`config.mk`:
```
export PLATFORM = sky130hd
export DESIGN_NAME = dcache_flush_ctrl
export DESIGN_NICKNAME = d
export VERILOG_FILES = /design/src/rtl/dcache_flush_ctrl.sv
export SDC_FILE = /design/constraint.sdc
export NUM_CORES = 1
export LEC_CHECK = 0
export CAP_MARGIN = 10
export CORE_ASPECT_RATIO = 1.5
export CORE_MARGIN = 2
export CORE_UTILIZATION = 33
export CTS_CLUSTER_SIZE = 24
export DETAILED_ROUTE_END_ITERATION = 10
export GPL_TIMING_DRIVEN = 0
export PLACE_DENSITY = 0.67
export SYNTH_ARGS = -nofsm -noshare
export SYNTH_HDL_FRONTEND = slang
export SYNTH_SLANG_ARGS = --single-unit
```
`constraint.sdc`:
```
create_clock -name clk -period 3.3 [get_ports clk]
set_input_delay 0.66 -clock clk [delete_from_list [all_inputs] [get_ports clk]]
set_output_delay 0.66 -clock clk [all_outputs]
set_load 0.01 [all_outputs]
```
`src/rtl/dcache_flush_ctrl.sv`:
```
// Data-cache flush controller.
// Write-back mode copies every cache word to memory at base + index*(DATABITS/8).
// Fill mode reads the same memory range and writes it into the cache.
//
// Memory handshake: mem_req is the valid and mem_ack is the ready. A request
// completes on each rising edge where both are high. While mem_req is high and
// mem_ack is low, mem_we, mem_addr and mem_wdata hold their values. mem_ack
// has no effect while mem_req is low.
module dcache_flush_ctrl #(
    parameter int DATABITS    = 32,
    parameter int ADDRBITS    = 5,
    parameter int MEMSIZE     = 2**ADDRBITS,
    parameter int MEMADDRBITS = 32
) (
    input  logic                   clk,
    input  logic                   reset,
    input  logic                   flush_start,
    input  logic                   flush_fill,
    input  logic [MEMADDRBITS-1:0] flush_base,
    output logic                   flush_busy,
    output logic                   flush_done,
    output logic                   flush_mode,
    output logic [ADDRBITS-1:0]    flush_addr,
    output logic [DATABITS-1:0]    flush_in,
    output logic                   flush_we,
    input  logic [DATABITS-1:0]    flush_rd,
    output logic                   mem_req,
    output logic                   mem_we,
    output logic [MEMADDRBITS-1:0] mem_addr,
    output logic [DATABITS-1:0]    mem_wdata,
    input  logic                   mem_ack,
    input  logic [DATABITS-1:0]    mem_rdata
);

    localparam logic [MEMADDRBITS-1:0] WORD_BYTES = MEMADDRBITS'(DATABITS / 8);
    localparam logic [ADDRBITS-1:0]    LAST_INDEX = ADDRBITS'(MEMSIZE - 1);

    typedef enum logic [2:0] {
        IDLE    = 3'd0,
        RD_ADDR = 3'd1,
        RD_LAT  = 3'd2,
        WB_REQ  = 3'd3,
        FL_REQ  = 3'd4,
        FL_WR   = 3'd5,
        DONE    = 3'd6
    } state_t;

    state_t                  state;
    state_t                  state_next;
    logic [ADDRBITS-1:0]     index;
    logic [MEMADDRBITS-1:0]  base;
    logic [DATABITS-1:0]     buffer;
    logic [MEMADDRBITS-1:0]  word_addr;
    logic                    last_word;

    // Index is zero-extended before scaling; the sum wraps at the address width.
    assign word_addr = base + MEMADDRBITS'(index) * WORD_BYTES;
    assign last_word = (index == LAST_INDEX);

    // State register.
    always_ff @(posedge clk) begin
        if (reset) begin
            state <= IDLE;
        end else begin
            state <= state_next;
        end
    end

    // Next-state decode and Moore outputs; the controller owns the RAM outside IDLE.
    always_comb begin
        state_next = state;
        flush_busy = 1'b0;
        flush_done = 1'b0;
        flush_mode = 1'b0;
        flush_addr = '0;
        flush_in   = '0;
        flush_we   = 1'b0;
        mem_req    = 1'b0;
        mem_we     = 1'b0;
        mem_addr   = '0;
        mem_wdata  = '0;
        if (state != IDLE) begin
            flush_busy = 1'b1;
            flush_mode = 1'b1;
        end
        case (state)
            IDLE: begin
                if (flush_start) begin
                    state_next = flush_fill ? FL_REQ : RD_ADDR;
                end
            end
            RD_ADDR: begin
                flush_addr = index;
                state_next = RD_LAT;
            end
            RD_LAT: begin
                flush_addr = index;
                state_next = WB_REQ;
            end
            WB_REQ: begin
                mem_req   = 1'b1;
                mem_we    = 1'b1;
                mem_addr  = word_addr;
                mem_wdata = buffer;
                if (mem_ack) begin
                    state_next = last_word ? DONE : RD_ADDR;
                end
            end
            FL_REQ: begin
                mem_req  = 1'b1;
                mem_addr = word_addr;
                if (mem_ack) begin
                    state_next = FL_WR;
                end
            end
            FL_WR: begin
                flush_addr = index;
                flush_in   = buffer;
                flush_we   = 1'b1;
                state_next = last_word ? DONE : FL_REQ;
            end
            DONE: begin
                flush_done = 1'b1;
                state_next = IDLE;
            end
            default: begin
                state_next = IDLE;
            end
        endcase
    end

    // Datapath: base latch, word index and the one-word data buffer.
    always_ff @(posedge clk) begin
        if (reset) begin
            index  <= '0;
            base   <= '0;
            buffer <= '0;
        end else begin
            case (state)
                IDLE: begin
                    if (flush_start) begin
                        base  <= flush_base;
                        index <= '0;
                    end
                end
                RD_LAT: begin
                    buffer <= flush_rd;
                end
                WB_REQ: begin
                    if (mem_ack && !last_word) begin
                        index <= index + ADDRBITS'(1);
                    end
                end
                FL_REQ: begin
                    if (mem_ack) begin
                        buffer <= mem_rdata;
                    end
                end
                FL_WR: begin
                    if (!last_word) begin
                        index <= index + ADDRBITS'(1);
                    end
                end
                default: begin
                end
            endcase
        end
    end

endmodule

```
==> results.txt <==
Run status = finished with violations
Failing checks = setup timing
Final Hold Viols = 0
RSZ-0062 raised after global routing = yes
CP cell instances = inv_1 -> fa_2 -> and2b_2 -> o2111ai_4 -> a2111o_1 -> buf_6 -> or3_4 -> a21oi_2 -> buf_2
Top cells by area, synth = dfxtp_1 33%, and2_1 11%, mux2i_1 7.6%
CTS Buffer Depth = 2
Final setup violation count = 8
Pre-antenna DRT Iters = 4
Worst min path class = reg -> reg
Synth cell count leaders = 76 x and2_1, 74 x nand2_1, 72 x dfxtp_1
Placed cell count = 928
Most frequent cell after synthesis = and2_1
CTS root buf = clkbuf_16
CTS tree = built
Share of cells above drive strength 1 = 9.77%
Routed WL = 15400 um
Worst path slowest cell = a2111o_1
Wire per inst = 16.1 um
Fin area = 0.00715 sq mm
Highest Clock Rate = 283 MHz
Synth Flop Type = dfxtp_1
Crit path arrival time = 2.88 ns
Largest area contributor in the netlist = dfxtp_1
Area Overhead vs Synth = 64.5%
Crit Path Max Fanout = 6
Final period utilization = 107%
Worst Path Required = 2.64 ns
Vias in the first global route = 4980
Register area share after synthesis = 33.2%
Filler cells = 1191
Initial antenna violation count = 0
DIE AREA = 0.0141 sq mm
Yosys Warn Count = 0
Buf+Inv Stages, Crit Path = 3
Worst-Margin Slew = 0.744 ns
DRC viols = 0
Initial Utilization = 33.5%
Clock sink count = 72
Final TNS setup = -1.21 ns
Yosys reg bits = 72
Mapped Nets = 672
Io pins = 208
I/O Buffers = 206
EDFF count, synth = 0
Mapped Cells = 563
Final min period = 3.54 ns
H-Tree Level Count = 3
Die Wd = 97.7 um
Overall Global Routing Usage = 21.2%
DP Area = 0.00661 sq mm
Yosys top cell area share = 33.2%
Area of the multi-input gates = 0.00281 sq mm
Final GP Congestion = 0.850
First-pass GRT wire length = 24300 um
Iter 0 DRT Violations = 169
Largest net degree at the start of global routing = 13
Relative slew margins = 50.4%
Slew Viols, Final = 0
Async S/R FF share, synth = 0%
Antenna-violating nets left = 0
Worst Setup Start Kind = register
Final Skew = 0.00548 ns
Pwr dens = 406 mW/mm^2
Syn Area/Cell = 7.72 sq um
Die H = 145 um
ANT cells = 0
Synthesized area = 0.00434 sq mm
Clock transition at path regs = 0.06 ns
Worst setup margin = -0.238 ns
Via count = 4906
Detailed placer's ending HPWL = 12200 um
Cell variety after synth = 51
Peak VDD IR = 253 uV
Vias per cell = 5.13
Final Non-Filler Cells = 957
Core ar. = 0.0130 sq mm
GRT Residual Overflow = 0
Lkg Pwr = 0.00256 uW
Final #Nets = 902
Crit end category = output port
Cell row count = 51
Max-cap viol count = 0
FF+latch area = 0.00145 sq mm
Worst skew pair latency = 0.33 ns
Setup CP Type = reg -> out
Critical path's top delay family = compound AO/OA/AOI/OAI gates
Delay of the slowest critical-path stage = 0.53 ns
Clock buffer count from CTS = 9
[sequential cells by signal, summed over array words and instances, names as in the netlist]
name / cells
buffer: 32
state: 3
base: 32
index: 5
[cells in the final DEF (no fill, tap or decap), types with 13 or more instances in the layout]
cell and n:
a21oi_1 50, nand2_1 74, o21ai_0 16, a211oi_1 33, nor2_1 55, nand3_1 13
buf_4 13, clkbuf_1 28, clkdlybuf4s50_1 189, dfxtp_1 67, and2_1 76, mux2i_1 33
[worst min-delay path, stage by stage, from the launching register on]
cell and delay [ns]:
dfxtp_1 0.30, nand2_1 0.05, a21oi_1 0.05
[cell families after synthesis]
logic type / share of synthesized area [%]
adders and majority gates: 2.48
DFF: 33.2
muxes: 7.60
AOI/OAI and AO/OA: 18.4
and+or+nand+nor: 30.0
xor gates and xnor gates: 3.43
buffers and inverters: 4.90
[path summary, 6_finish.rpt]
kind,cells after the start,from,slack (ns),endpoint
min,2,base[0]$_SDFFE_PP0P_,0.45,base[0]$_SDFFE_PP0P_
max,9,index[1]$_SDFFE_PP0P_,-0.24,mem_addr[28]
min reg2reg,2,base[0]$_SDFFE_PP0P_,0.45,base[0]$_SDFFE_PP0P_
max reg2reg,9,index[0]$_SDFFE_PP0P_,0.75,index[3]$_SDFFE_PP0P_
[where the power goes]
group / switching, uW / internal (uW)
registers: 102 / 982
logic: 375 / 344
clock network: 365 / 736
[layout make-up]
cell class,instances,share of cell area (%)
clock buffer,10,3.20
sequential,72,20.3
tap,159,2.78
timing repair buffer,220,29.9
inverter,9,0.473
clock inverter,6,1.51
buffer,40,2.56
multi-input combinational,441,39.3
[metrics by stage]
| stage | worst slack, ns | total power (uW) | hold WS [ns] | util, % |
|---|---|---|---|---|
| 6_report | -0.238 | 2900 | 0.454 | 55.2 |
| 5_1_grt | -0.333 | 3050 | 0.485 | 55.2 |
| 4_1_cts | -0.215 | 2930 | 0.459 | 54.9 |
| 3_5_place_dp | -0.535 | 1820 | 0.452 | 51.0 |
| 3_3_place_gp | -0.518 | 1790 | 0.437 | 51.0 |
| 2_1_floorplan | 0.192 | 1490 | 0.432 | - |
[routing by layer]
metal / vias up / share of wire [%] / track usage [%]
met5: - / 0 / 0
met4: 0 / 2.5 / 8.70
met3: 29 / 7.8 / 5.90
met2: 204 / 53 / 41.8
met1: 2275 / 37 / 20.5
li1: 2398 / - / -
[what timing repair did]
item / CTS / global route
gates cloned: 1 / 0
hold buffers: 0 / 0
pin swaps: 9 / 4
gates resized for setup: 70 / 12
buffers inserted: 11 / 2
setup endpoints to repair: 26 / 22
Power figures use the tool's default switching activity.
